File: src/rtl/vga_tile_renderer.sv
// VGA tile renderer: beam counters drive the tile-map read port, and a two-stage
// pipeline turns tile codes into palette RGB with sync and frame tick kept aligned.
module vga_tile_renderer #(
   parameter int unsigned H_ACTIVE  = 640,
   parameter int unsigned H_FP      = 16,
   parameter int unsigned H_SYNC    = 96,
   parameter int unsigned H_BP      = 48,
   parameter int unsigned V_ACTIVE  = 480,
   parameter int unsigned V_FP      = 10,
   parameter int unsigned V_SYNC    = 2,
   parameter int unsigned V_BP      = 33,
   parameter int unsigned TILE_LOG2 = 4,
   parameter int unsigned ADDR_W    = 11,
   parameter int unsigned TILE_W    = 2
) (
   input  logic              clk,
   input  logic              reset,
   output logic [ADDR_W-1:0] raddr,
   output logic              re,
   input  logic [TILE_W-1:0] rdata,
   output logic              hsync,
   output logic              vsync,
   output logic              blank_n,
   output logic [3:0]        r,
   output logic [3:0]        g,
   output logic [3:0]        b,
   output logic              frame_tick
);

   localparam int unsigned H_TOTAL = H_ACTIVE + H_FP + H_SYNC + H_BP;
   localparam int unsigned V_TOTAL = V_ACTIVE + V_FP + V_SYNC + V_BP;
   localparam int unsigned HW      = $clog2(H_TOTAL);
   localparam int unsigned VW      = $clog2(V_TOTAL);

   localparam logic [HW-1:0]     H_LAST = HW'(H_TOTAL - 1);
   localparam logic [HW-1:0]     H_VIS  = HW'(H_ACTIVE);
   localparam logic [HW-1:0]     HS_BEG = HW'(H_ACTIVE + H_FP);
   localparam logic [HW-1:0]     HS_END = HW'(H_ACTIVE + H_FP + H_SYNC);
   localparam logic [VW-1:0]     V_LAST = VW'(V_TOTAL - 1);
   localparam logic [VW-1:0]     V_VIS  = VW'(V_ACTIVE);
   localparam logic [VW-1:0]     VS_BEG = VW'(V_ACTIVE + V_FP);
   localparam logic [VW-1:0]     VS_END = VW'(V_ACTIVE + V_FP + V_SYNC);
   localparam logic [ADDR_W-1:0] COLS   = ADDR_W'(H_ACTIVE >> TILE_LOG2);

   // stage 0: beam position and tile row base
   logic [HW-1:0]     hcnt_q, hcnt_d;
   logic [VW-1:0]     vcnt_q, vcnt_d;
   logic [ADDR_W-1:0] row_base_q, row_base_d;
   logic              h_wrap, v_wrap, v_vis, active;
   logic              hs_raw, vs_raw, tick_raw;

   // stage 1: control delayed to line up with rdata
   logic              act1_q, hs1_q, vs1_q, tick1_q;

   // stage 2: output pins
   logic              blank_q, hsync_q, vsync_q, tick_q;
   logic [11:0]       rgb_q, rgb_d;

   always_comb begin
      h_wrap     = (hcnt_q == H_LAST);
      v_wrap     = (vcnt_q == V_LAST);
      v_vis      = (vcnt_q < V_VIS);
      active     = (hcnt_q < H_VIS) && v_vis;
      hcnt_d     = h_wrap ? '0 : hcnt_q + HW'(1);
      vcnt_d     = vcnt_q;
      row_base_d = row_base_q;
      if (h_wrap) begin
         vcnt_d = v_wrap ? '0 : vcnt_q + VW'(1);
         // advance one tile row after the last scanline of each visible tile row
         if (v_wrap) begin
            row_base_d = '0;
         end else if ((&vcnt_q[TILE_LOG2-1:0]) && v_vis) begin
            row_base_d = row_base_q + COLS;
         end
      end
   end

   always_comb begin
      raddr    = row_base_q + ADDR_W'(hcnt_q >> TILE_LOG2);
      re       = active & ~reset;
      hs_raw   = !((hcnt_q >= HS_BEG) && (hcnt_q < HS_END));
      vs_raw   = !((vcnt_q >= VS_BEG) && (vcnt_q < VS_END));
      tick_raw = (hcnt_q == '0) && (vcnt_q == V_VIS);
   end

   always_comb begin
      rgb_d = '0;
      if (act1_q) begin
         case (32'(rdata))
            32'd1:   rgb_d = 12'h0F0;
            32'd2:   rgb_d = 12'h8F8;
            32'd3:   rgb_d = 12'hF00;
            default: rgb_d = 12'h000;
         endcase
      end
   end

   always_ff @(posedge clk or posedge reset) begin
      if (reset) begin
         hcnt_q     <= '0;
         vcnt_q     <= '0;
         row_base_q <= '0;
         act1_q     <= 1'b0;
         hs1_q      <= 1'b1;
         vs1_q      <= 1'b1;
         tick1_q    <= 1'b0;
         blank_q    <= 1'b0;
         hsync_q    <= 1'b1;
         vsync_q    <= 1'b1;
         tick_q     <= 1'b0;
         rgb_q      <= '0;
      end else begin
         hcnt_q     <= hcnt_d;
         vcnt_q     <= vcnt_d;
         row_base_q <= row_base_d;
         act1_q     <= active;
         hs1_q      <= hs_raw;
         vs1_q      <= vs_raw;
         tick1_q    <= tick_raw;
         blank_q    <= act1_q;
         hsync_q    <= hs1_q;
         vsync_q    <= vs1_q;
         tick_q     <= tick1_q;
         rgb_q      <= rgb_d;
      end
   end

   assign blank_n    = blank_q;
   assign hsync      = hsync_q;
   assign vsync      = vsync_q;
   assign frame_tick = tick_q;
   assign r          = rgb_q[11:8];
   assign g          = rgb_q[7:4];
   assign b          = rgb_q[3:0];

endmodule
File: config.mk
export PLATFORM = sky130hd
export DESIGN_NAME = vga_tile_renderer
export DESIGN_NICKNAME = d
export VERILOG_FILES = /design/src/rtl/vga_tile_renderer.sv
export SDC_FILE = /design/constraint.sdc
export NUM_CORES = 1
export LEC_CHECK = 0
export CAP_MARGIN = 10
export CORE_UTILIZATION = 31
export DETAILED_ROUTE_END_ITERATION = 8
export GPL_TIMING_DRIVEN = 1
export HOLD_SLACK_MARGIN = 0.02
export PLACE_DENSITY = 0.56
export SYNTH_ARGS = -nofsm -noshare
export SYNTH_HDL_FRONTEND = slang
export SYNTH_SLANG_ARGS = --single-unit
File: constraint.sdc
create_clock -name clk -period 4.3 [get_ports clk]
set_input_delay 0.86 -clock clk [delete_from_list [all_inputs] [get_ports clk]]
set_output_delay 0.86 -clock clk [all_outputs]
set_load 0.03 [all_outputs]
# Word-level counts from Yosys, hierarchy flattened
# Cells that the tools add are included.
# totals
wordCells,47
out_inout_bits,28
in_bits,4
reg_bits,51
# op_classes
n_reduce_logical,11
magnitude_cmp,6
bitwise,2
muxes,6
eq_ne,6
n_addsub,4
# op_table
op,n
12-bit case mux with 3 select lines,1
11-bit 2-to-1 mux,2
10-bit by 1-bit adder with 10-bit output (second input constant),2
10-bit equality test (second input constant),2
10-bit < comparator (second input constant),2
10-bit by 9-bit < comparator with 1-bit output (second input constant),2
10-bit 2-to-1 mux,2
12-bit 2-to-1 mux,1
11-bit by 6-bit adder with 11-bit output,1
11-bit by 6-bit adder with 11-bit output (second input constant),1
10-bit by 9-bit equality test with 1-bit output (second input constant),1
10-bit greater-or-equal comparator (second input constant),1
10-bit by 9-bit greater-or-equal comparator with 1-bit output (second input constant),1
10-bit zero test,1
1-bit logical AND,5
2-bit equality test (second input constant),2
4-bit AND reduction,1
2-bit by 1-bit equality test with 1-bit output (second input constant),1
1-bit zero test,2
2-bit AND reduction,1
2-bit nonzero test,1
1-bit AND,1
1-bit NOT,1

# Longest topological paths before layout
# Gate-level depths: netlist (run 1).
# logic_depth
depth_word,4
ltp_mapped,7
depth_no_buf,6

# Least setup slack after synthesis (run 1)
# OpenSTA, ideal clock, no wires.
# synth_timing
path_kind,in2out
from,in reset
to,out re
path_slack_ps,1313
n_path_buf,0
arrival_ps,2127
required_ps,3440
cell_stages,2
cell_sequence,inv_1 and2_1
# synth_via
elab_chain_cells,2
# synth_lines
item,line_no,text
"start, declared",17,"input logic reset,"
1-bit NOT,80,re = active & ~reset;
1-bit AND,80,
"end, declared",19,"output logic re,"
# Every way passes these cells.

# Worst setup path after layout (run 1)
# layout_timing
from,reg hcnt_q[8]
to,out raddr[7]
# layout_via
elab_chain_cells,1
# layout_lines
item,line_no,text
"start, declared",46,"logic [HW-1:0] hcnt_q, hcnt_d;"
"start signal, assigned",113,hcnt_q <= hcnt_d;
11-bit by 6-bit adder with 11-bit output,79,raddr = row_base_q + ADDR_W'(hcnt_q >> TILE_LOG2);
"end, declared",18,"output logic [ADDR_W-1:0] raddr,"
# Every way passes these cells.

==> impl_metrics.tcl, run 1 <==
set metrics [dict create \
    status "complete, no violations" \
    drt_iter0_drc 36 \
    synth.avg_cell_area_sq_um 10.6 \
    final_common_cell "dfrtp_1" \
    grt_start_max_net_pins 41 \
    setup_tns_ps 0 \
    wl_per_cell_um 13.0 \
    fin_crit_sh_pct 81.6 \
    clk_latency_ps 290 \
    rrSetupSlack_ps 2110 \
    antenna_found_initial 0 \
    final_cell_area_sq_um 2570 \
    fmax_mhz 285 \
    p_leak_nw 1.19 \
    route.detailed.drc 0 \
    clock-sinks 40 \
    final_cell_mix "36 x dfrtp_1, 28 x clkdlybuf4s50_1, 10 x nand3_1, 10 x nor2_1, 10 x ha_1" \
    grt_pass1_vias 1459 \
    ys_types 47 \
    arrival_ps 2650 \
    tightest_slew_ps 755 \
    p_per_area_nw_per_um2 329 \
    post_cts_buffers 0 \
    regToRegStartpoint "hcnt_q[0]" \
    clock-root-buffer "clkbuf_8" \
    io_buffer_count 28 \
    yosysSeqAreaShare_pct 46.9 \
    cp-startpoint "hcnt_q[8]" \
    post_cts_resized 0 \
    worstPathRequired_ps 3440 \
    cp-end-kind "output port" \
    async_flop_share_pct 100 \
    hold_ws_ps 352 \
    worstSetupEndpoint "raddr[7]" \
    synth_edf_count 0 \
    place_hpwl_mm 2.73 \
    rsz0062_at_grt "no" \
    final_nets 236 \
    reg2reg_to "row_base_q[5]" \
    critPathMaxFanout 7 \
    peakVddDrop_v 0.000194 \
    drive_above_1_share_pct 9.87 \
    initial_core_util_pct 32.9 \
    rows 29 \
    finalMaxSlewViolations 0 \
    cts_buffers 5 \
    die_w_um 85.2 \
    hold_path_class "flop to flop" \
    period_needed_ps 3510 \
    cts_tree "done" \
    yosys_warnings 0 \
    num_vias 1514 \
    cts_max_level 2 \
    hold_buffers 0 \
    final_hold_viol_count 0 \
    r2r_cells 5 \
    synth-seq-cells 40 \
    postLayoutCoreUtil_pct 39.4 \
    drtAntennaViolNets 0 \
    grt_pass1_wl_mm 7.00 \
    num_io_pins 32 \
    core-area_sq_um 6530 \
    layout.cells.non_filler 300 \
    clkTransAtPathRegs_ps 80 \
    clockBufferDepth 2 \
    area_delta_synth_final_pct 19.8 \
    vias_per_cell 5.05 \
    routed_wirelength_mm 3.91 \
    worstSetupPathType "flop to output port" \
    dp.cells 292 \
    setup_viol 0 \
    gr-usage-all-layers_pct 12.1 \
    slew_headroom_pct 49.2 \
    grt_overflow 0 \
    yosys_most_used_dff "dfrtp_1" \
    first_pass_iters 4 \
    diodes 0 \
    synthCells 202 \
    place_congestion 0.735 \
    synth_area_sq_um 2150 \
    die-area_sq_um 7260 \
    dieHeight_um 85.2 \
    drv_cap 0 \
    startpoint_type "flop" \
    dpl_cell_area_sq_um 2410 \
    finClkSkew_ps 7.95 \
]
## cells in the mapped netlist (2+ instances only)
cell	instances	area [sq um]
nor4_1	2	12.5
a21o_1	7	52.6
buf_6	2	22.5
a31oi_1	3	18.8
or2_2	2	12.5
buf_4	11	82.6
a21oi_1	6	30.0
xor2_1	9	78.8
inv_1	6	22.5
o2bb2ai_1	2	17.5
dfstp_2	4	105
nand3_1	10	50.1
a22o_1	2	17.5
xnor2_1	9	78.8
ha_1	10	125
nand2_1	9	33.8
dfrtp_1	36	901
and2_1	5	31.3
and3_1	5	31.3
nor3_1	8	40.0
o21ai_0	7	35.0
nor2b_1	2	12.5
nand4_1	3	18.8
nand2b_1	4	25.0
nor2_1	10	37.5
and4_1	3	26.3
a221o_1	2	20.0
clkbuf_1	4	15.0
## per-stage QoR
step	setup slack, ps	total power (W)
global route	599	0.000878
global placement	1110	0.000432
detailed placement	1110	0.000432
floorplan	1310	0.000420
CTS	770	0.000860
finish	790	0.000846
## worst min path at each step
stage / start / cells after the start / to / slack (ps)
2_1_floorplan: tick1_q / 0 / frame_tick / 330
3_3_place_gp: tick1_q / 0 / frame_tick / 340
3_5_place_dp: tick1_q / 0 / frame_tick / 340
4_1_cts: tick1_q / 0 / frame_tick / 360
5_1_grt: hs1_q / 0 / hsync / 360
6_report: hs1_q / 0 / hsync / 350
## worst max-delay path: stages (launching register included)
cell and delay (ps):
dfrtp_1 450, ha_1 350, a21o_1 190, a21oi_1 400, nand2b_1 180, xnor2_1 120
clkdlybuf4s50_1 680
## state kept, by name, summed over array words and instances (netlist names)
register    flops
act1_q          1
blank_n         1
frame_tick      1
hcnt_q         10
hs1_q           1
hsync           1
rgb_q           4
row_base_q      8
tick1_q         1
vcnt_q         10
vs1_q           1
vsync           1
## where the power goes
group           total, W  switching [W]  internal, W  leakage, nW
clock           0.000422       0.000131     0.000290       0.0784
sequential      0.000380     0.00000126     0.000378        0.513
combinational  0.0000443      0.0000285    0.0000157        0.594
## cells by family (layout without fill, tap and decap cells)
kind of cell	count (synthesis)	in the layout	share of synthesized area [%]
compound gates	33	33	11.4
simple gates	74	74	20.6
other cells	1	3	0.175
flops	40	40	46.9
fa+ha+maj	10	10	5.83
mux	2	2	0.991
xor+xnor	18	18	7.34
buf+inv	24	43	6.88
## area by class of cell
cell class                      instances  area [sq um]
Clock buffer                            5          68.8
Clock inverter                          3          90.1
Fill cell                             636          3960
Inverter                                6          22.5
Multi-Input combinational cell        140          1000
Sequential cell                        40          1010
Tap cell                               77          96.3
Timing Repair Buffer                   29           288
## layer usage
metal,track usage (%),share of wire (%)
met1,16.1,50
met2,19.7,47
met3,3.02,2.6
met4,3.24,0.61
met5,0,0
(Power assumes the default switching activity.)
==> run 2, diff against run 1 <==
clock period = 3.3 ns   (was 4.3 ns; I/O delays follow)
==> run 2 against run 1 <==
  * Design area shrank 1.7%
  * Global-route usage rose by 0.080 points
  * Largest power group is now registers
  * Flip-flop and latch count unchanged
  * Total power grew 14%
  * Die area unchanged
==> impl_metrics.tcl, run 2 (synthesized netlist as in run 1, its figures left out) <==
set metrics [dict create \
    status "complete, no violations" \
    final_hold_viol_count 0 \
    clkTransAtPathRegs_ps 80 \
    diodes 0 \
    place_hpwl_mm 2.72 \
    clock-root-buffer "clkbuf_8" \
    final_cell_mix "36 x dfrtp_1, 26 x clkdlybuf4s50_1, 10 x nand3_1, 10 x nor2_1, 10 x ha_1" \
    finalMaxSlewViolations 0 \
    drtAntennaViolNets 0 \
    max_stage_delay_ps 680 \
    swShare_pct 23.4 \
    grt_overflow 0 \
    grt_start_max_net_pins 41 \
    worstSetupEndpoint "raddr[10]" \
    routed_wirelength_mm 3.98 \
    crit_family "buffers and inverters" \
    cp-end-kind "output port" \
    drv_cap 0 \
    rrSetupSlack_ps 1100 \
    fin_ws_ps 157 \
    p_per_area_nw_per_um2 380 \
    clock-sinks 40 \
    die_w_um 85.2 \
    regToRegStartpoint "hcnt_q[0]" \
    cp.depth 6 \
    fmax_mhz 318 \
    slowest_stage "clkdlybuf4s50_1" \
    antenna_found_initial 0 \
    grt_pass1_wl_mm 6.81 \
    num_io_pins 32 \
    seqPwrFrac_pct 51.4 \
    nFillCells 649 \
    clkPwrFrac_pct 42.6 \
    power.total_w 0.000962 \
    p_leak_nw 1.18 \
    hold_buffers 0 \
    slew_headroom_pct 52.8 \
    finClkSkew_ps 7.43 \
    period_needed_ps 3140 \
    num_vias 1502 \
    die-area_sq_um 7260 \
    cp-startpoint "hcnt_q[8]" \
    grt_pass1_vias 1403 \
    io_buffer_count 28 \
    arrival_ps 2480 \
    largestRegisters "hcnt_q: 10 flops, vcnt_q: 10 flops, row_base_q: 8 flops" \
    drive_above_1_share_pct 10.8 \
    r2r_cells 5 \
    worstSetupPathType "flop to output port" \
    critPathMaxFanout 7 \
    startpoint_type "flop" \
    route.detailed.drc 0 \
    core-area_sq_um 6530 \
    dpl_worst_slack_ps 319 \
    tightest_slew_ps 702 \
    fin_crit_sh_pct 95.3 \
    power.net_switching_w 0.000225 \
    dp.cells 292 \
    cts_tree "done" \
    reg2reg_to "row_base_q[5]" \
    final_common_cell "dfrtp_1" \
    cts_buffers 5 \
    combPwrFrac_pct 6.0 \
    wl_per_cell_um 13.3 \
    clockBufferDepth 2 \
    initial_core_util_pct 32.9 \
    area_delta_synth_final_pct 17.8 \
    dieHeight_um 85.2 \
    vias_per_cell 5.01 \
    cts_max_level 2 \
    postLayoutCoreUtil_pct 38.7 \
    setup_tns_ps 0 \
    peakVddDrop_v 0.000146 \
    clk_latency_ps 300 \
    worstPathRequired_ps 2640 \
    place_congestion 0.744 \
    final_nets 236 \
    layout.cells.non_filler 300 \
    drt_iter0_drc 85 \
    path_buf_inv 1 \
    p_int_w 0.000737 \
    rsz0062_at_grt "no" \
    worstPathCellList "ha_1 -> a21o_1 -> a21oi_2 -> nor3_1 -> xor2_1 -> clkdlybuf4s50_1" \
    hold_path_class "flop to flop" \
    rows 29 \
    first_pass_iters 4 \
    gr-usage-all-layers_pct 12.2 \
    setup_viol 0 \
]
run 2: cell types whose count changed in the layout (fill, tap and decap cells not counted):
| cell | change |
|---|---|
| dlymetal6s2s_1 | +1 |
| bufinv_16 | -2 |
| clkinv_2 | +1 |
| clkinvlp_4 | +1 |
| a21oi_1 | -1 |
| a21oi_2 | +1 |
| clkdlybuf4s50_1 | -2 |
| buf_4 | +1 |
run 2: per-layer routing:
| metal | part of all wire, % | wire (um) | GRT usage, % |
|---|---|---|---|
| met5 | 0 | 0 | 0 |
| met4 | 1.2 | 47 | 4.16 |
| met3 | 3.2 | 128 | 4.47 |
| met2 | 45 | 1780 | 18.3 |
| met1 | 51 | 2020 | 16.2 |
run 2: stage by stage:
step                      hold slack, ps  cell area, sq um
final                                352              2530
after global placement               338              2410
after global routing                 359              2530
after detailed placement             340              2410
after CTS                            358              2530
after floorplan                      331              2150
run 2: final cells by class:
cell class | instances | area [sq um] | area share, %
multi-input cells | 140 | 1000 | 39.7
repair buffers | 29 | 288 | 11.4
clock inverters | 3 | 42.5 | 1.68
inverters | 6 | 22.5 | 0.891
well taps | 77 | 96.3 | 3.81
flip-flops and latches | 40 | 1010 | 39.8
clock buffers | 5 | 68.8 | 2.72
run 2: how the worst min path moves through the flow:
stage               startpoint    endpoint  slack, ps  depth (start not counted)
floorplan              tick1_q  frame_tick        330                          0
global placement       tick1_q  frame_tick        340                          0
detailed placement     tick1_q  frame_tick        340                          0
CTS                    tick1_q  frame_tick        360                          0
global route             hs1_q       hsync        360                          0
finish                   hs1_q       hsync        350                          0
run 2: what timing repair did:
action | 4_1_cts | 5_1_grt
endpoints found under the setup margin | 3 | 1
endpoints found under the hold margin | 0 | 0
setup buffers | 0 | 0
resized for setup | 1 | 1
run 2: worst reg2reg max path, stage by stage, from the launching register on:
cell	delay, ps
dfrtp_1	400
ha_1	240
nand3_2	200
or4_4	650
a2bb2oi_4	210
a221o_1	380
run 2: power by group through the flow:
stage                     Clock [W]  Combinational [W]  Sequential, W
final                      0.000410          0.0000575       0.000495
after global routing       0.000440          0.0000624       0.000495
after CTS                  0.000417          0.0000588       0.000495
after detailed placement          0          0.0000588       0.000504
after global placement            0          0.0000585       0.000504
after floorplan                   0          0.0000368       0.000511
